[src/rtl/series_input_buffer.sv]
// series_input_buffer: FWFT staging FIFO with sticky overflow flag ahead of the series controller
module series_input_buffer #(
  parameter int DATA_W = 16,
  parameter int DEPTH  = 4,
  parameter int ADDR_W = 2
) (
  input  logic              clk,
  input  logic              rst,
  input  logic              clear,
  input  logic              src_valid,
  input  logic [DATA_W-1:0] src_data,
  output logic              src_ready,
  output logic              in_valid,
  output logic [DATA_W-1:0] x_out,
  input  logic              dst_ready,
  output logic [ADDR_W:0]   count,
  output logic              full,
  output logic              empty,
  output logic              ovf_err
);
  logic [DATA_W-1:0] mem [DEPTH];
  logic [ADDR_W:0]   wr_ptr, rd_ptr;
  logic              push, pop;
  always_comb begin
    empty     = wr_ptr == rd_ptr;
    full      = (wr_ptr[ADDR_W] != rd_ptr[ADDR_W]) && (wr_ptr[ADDR_W-1:0] == rd_ptr[ADDR_W-1:0]);
    count     = wr_ptr - rd_ptr;
    src_ready = !full;
    in_valid  = !empty;
    x_out     = empty ? '0 : mem[rd_ptr[ADDR_W-1:0]];
    push      = src_valid && !full && !clear;
    pop       = !empty && dst_ready && !clear;
  end
  always_ff @(posedge clk or posedge rst) begin
    if (rst) begin
      wr_ptr  <= '0;
      rd_ptr  <= '0;
      ovf_err <= 1'b0;
    end else if (clear) begin
      wr_ptr  <= '0;
      rd_ptr  <= '0;
      ovf_err <= 1'b0;
    end else begin
      wr_ptr  <= wr_ptr + (ADDR_W+1)'(push);
      rd_ptr  <= rd_ptr + (ADDR_W+1)'(pop);
      ovf_err <= ovf_err | (src_valid && full);
    end
  end
  always_ff @(posedge clk) begin
    if (push) mem[wr_ptr[ADDR_W-1:0]] <= src_data;
  end
endmodule

[config.mk]
export PLATFORM = sky130hd
export DESIGN_NAME = series_input_buffer
export DESIGN_NICKNAME = d
export VERILOG_FILES = /design/src/rtl/series_input_buffer.sv
export SDC_FILE = /design/constraint.sdc
export NUM_CORES = 1
export LEC_CHECK = 0
export BUFFER_PORTS_ARGS = -buffer_cell sky130_fd_sc_hd__buf_4
export CORE_MARGIN = 3
export CORE_UTILIZATION = 35
export CTS_CLUSTER_DIAMETER = 120
export DETAILED_ROUTE_END_ITERATION = 10
export PLACE_DENSITY = 0.53
export SETUP_SLACK_MARGIN = 0.1
export SYNTH_ARGS = -nofsm -noshare
export SYNTH_HDL_FRONTEND = slang
export SYNTH_SLANG_ARGS = --single-unit
[constraint.sdc]
create_clock -name clk -period 8.4 [get_ports clk]
set_clock_uncertainty 0.1 [all_clocks]
set_input_delay 1.68 -clock clk [delete_from_list [all_inputs] [get_ports clk]]
set_output_delay 1.68 -clock clk [all_outputs]
set_load 0.05 [all_outputs]
==> impl_metrics.py <==
metrics = {
    "status": {
        "outcome": "complete, no violations",
    },
    "worst_setup_path": {
        "endpoint_kind": "output pin",
        "worstPathArrival_ns": 2.93,
        "rr_endpoint": "mem[1][3]$_DFFE_PP_",
        "startpoint_type": "register",
        "path_class": "reg2out",
        "crit_start": "rd_ptr[1]$_DFF_PP0_",
        "rr_startpoint": "rd_ptr[0]$_DFF_PP0_",
        "reg2reg_depth": 4,
        "cp_max_fo": 24,
        "rrSetupSlack_ns": 5.24,
        "crit_required_ns": 6.62,
    },
    "clock_network": {
        "cts.sinks": 71,
        "cts_setup_buffers": 0,
        "cts_tree": "built",
        "clock-root-buffer": "clkbuf_8",
        "cts.repair.resized": 0,
        "cts_buffer_depth": 2,
        "path_clk_slew_ns": 0.08,
        "h-tree-depth": 3,
        "numCtsBuffers": 9,
        "cts_hold_buffers": 0,
        "clkLatencyLatePin_ns": 0.34,
    },
    "placed_design": {
        "io_buffers": 44,
        "hpwlAfterDp_um": 3540,
        "place_ws_ns": 3.93,
        "gp_congestion": 0.692,
    },
    "logic_synthesis": {
        "yosysSeqAreaShare": 0.712,
        "synth_cell_types": 23,
        "ys_ff_latch": 71,
        "yosysTopAreaCellShare": 0.652,
        "syn-mean-instance-area_um2": 19.5,
        "ys_warn_count": 0,
        "syn-num-nets": 179,
        "synth_edf_count": 64,
        "synth_ff_type": "edfxtp_1",
        "yosysTopAreaCell": "edfxtp_1",
        "syn_area_mm2": 0.00295,
        "synthTopCellsByArea": "edfxtp_1, mux4_2, dfrtp_1",
        "synth_commonest_cells": "edfxtp_1, a21boi_0, mux4_2, dfrtp_1, inv_1",
        "synthArstFlopShare": 0.0986,
        "netlist_instances": 151,
        "yosysMostFrequentCell": "edfxtp_1",
    },
    "floorplanning": {
        "dieHeight_um": 97.8,
        "row_count": 32,
        "core-area_mm2": 0.00793,
        "start_util": 0.372,
        "die_area_mm2": 0.00956,
        "die_w_um": 97.8,
        "ios": 45,
    },
    "finish": {
        "fill_cells": 691,
        "syn_to_final_growth_pct": 24.0,
        "fin_util": 0.461,
        "layout-drive-gt1-share": 0.377,
        "fin_nets": 230,
        "n_antenna_cell": 0,
    },
    "timing": {
        "max_freq_ghz": 0.212,
        "worst_pin_slew_ns": 1.02,
        "setup_ws_ns": 3.69,
        "fin_setup_tns_ns": 0,
        "fin_crit_sh": 0.560,
        "finalHoldViolations": 0,
        "drv_slew": 0,
        "period_minus_slack_ns": 4.71,
        "rsz0062_at_grt": "false",
        "relSlewSlack": 0.319,
        "finalSetupViolCount": 0,
    },
    "route": {
        "viasPerCell": 4.93,
        "ant_nets": 0,
        "first_iter_violations": 54,
        "route.detailed.wl_per_inst_um": 17.8,
        "drt_wl_total_um": 5510,
        "dr.pass1.iters": 4,
        "num_vias": 1523,
        "drc": 0,
    },
    "worst_hold_path": {
        "min_to": "ovf_err$_DFF_PP0_",
        "min-delay-start": "ovf_err$_DFF_PP0_",
        "hold-path-cell-count": 2,
        "worst_hold_path_type": "reg2reg",
    },
    "pwr": {
        "p_total_uw": 835,
        "power_density_mw_per_mm2": 229,
        "p_leak_uw": 0.00133,
        "peakVddDrop_v": 0.000102,
    },
    "grt": {
        "grt_max_degree": 25,
        "grt_use_total": 0.121,
        "grt.overflow.total": 0,
        "grt_antenna_before_repair": 0,
        "grt_pass1_vias": 1664,
        "grt_pass1_wl_um": 8710,
    },
    "run": {
        "maxCapViolCount": 0,
    },
}
[state kept, by name, indices dropped and copies added, names as in the netlist]
register	cells
mem	64
rd_ptr	3
wr_ptr	3
ovf_err	1
[power breakdown]
| part | leakage (µW) | switching (µW) | internal (µW) |
|---|---|---|---|
| combinational | 0.000532 | 71.7 | 37.6 |
| sequential | 0.000678 | 5.40 | 393 |
| clock | 0.000121 | 128 | 200 |
[worst max-delay path by stage]
stage	to	slack [ns]	depth (start not counted)
after global routing	x_out[7]	3.33	5
after detailed placement	x_out[8]	3.93	4
after global placement	x_out[6]	4.00	4
after CTS	x_out[8]	3.54	4
after floorplan	mem[0][0]$_DFFE_PP_	3.27	2
final	x_out[8]	3.69	5
[routing by layer]
layer | up-vias | track usage | wire length (µm)
li1 | 702 | - | -
met1 | 779 | 0.138 | 2120
met2 | 35 | 0.207 | 3040
met3 | 7 | 0.0443 | 281
met4 | 0 | 0.0511 | 67
met5 | - | 0 | 0
[critical path, stage by stage (launching register included)]
cell and delay (ns):
dfrtp_1 0.90, inv_1 0.10, ha_1 0.32, and2_1 0.71, a21boi_0 0.28, buf_4 0.27
[cells by family after synthesis]
family / count (synthesis) / share of synthesized area
AND/OR/NAND/NOR: 14 / 0.0238
AO/OA/AOI/OAI: 23 / 0.0590
buffers and inverters: 15 / 0.0284
flip-flops: 71 / 0.712
adder cells (fa/ha/maj): 7 / 0.0323
multiplexers: 16 / 0.130
XOR/XNOR: 5 / 0.0149
[placed cells by master, fill, tap and decap left out, drive strengths merged]
master / n
a2111oi: 4
a21boi: 16
a21oi: 2
and2: 1
buf: 48
bufinv: 3
clkbuf: 10
clkinv: 1
dfrtp: 7
edfxtp: 64
fa: 1
ha: 6
inv: 9
mux4: 16
nand2: 3
nand2b: 2
nor2: 4
nor2b: 4
o32ai: 1
xnor2: 4
xor2: 1
[per-stage QoR]
stage	std cells	hold WS, ns	instance area [µm²]
floorplan	151	0.457	2950
global placement	293	0.418	3410
detailed placement	293	0.442	3410
CTS	309	0.455	3650
global route	309	0.483	3650
finish	309	0.448	3650
[cell type report]
class	instances	area, µm²	share of cell area
sequential	71	2100	0.574
multi-input combinational	65	798	0.218
timing repair buffer	48	360	0.0986
clock buffer	10	128	0.0349
tap	102	128	0.0349
clock inverter	6	116	0.0318
inverter	7	26.3	0.00719
(Power assumes the default switching activity.)
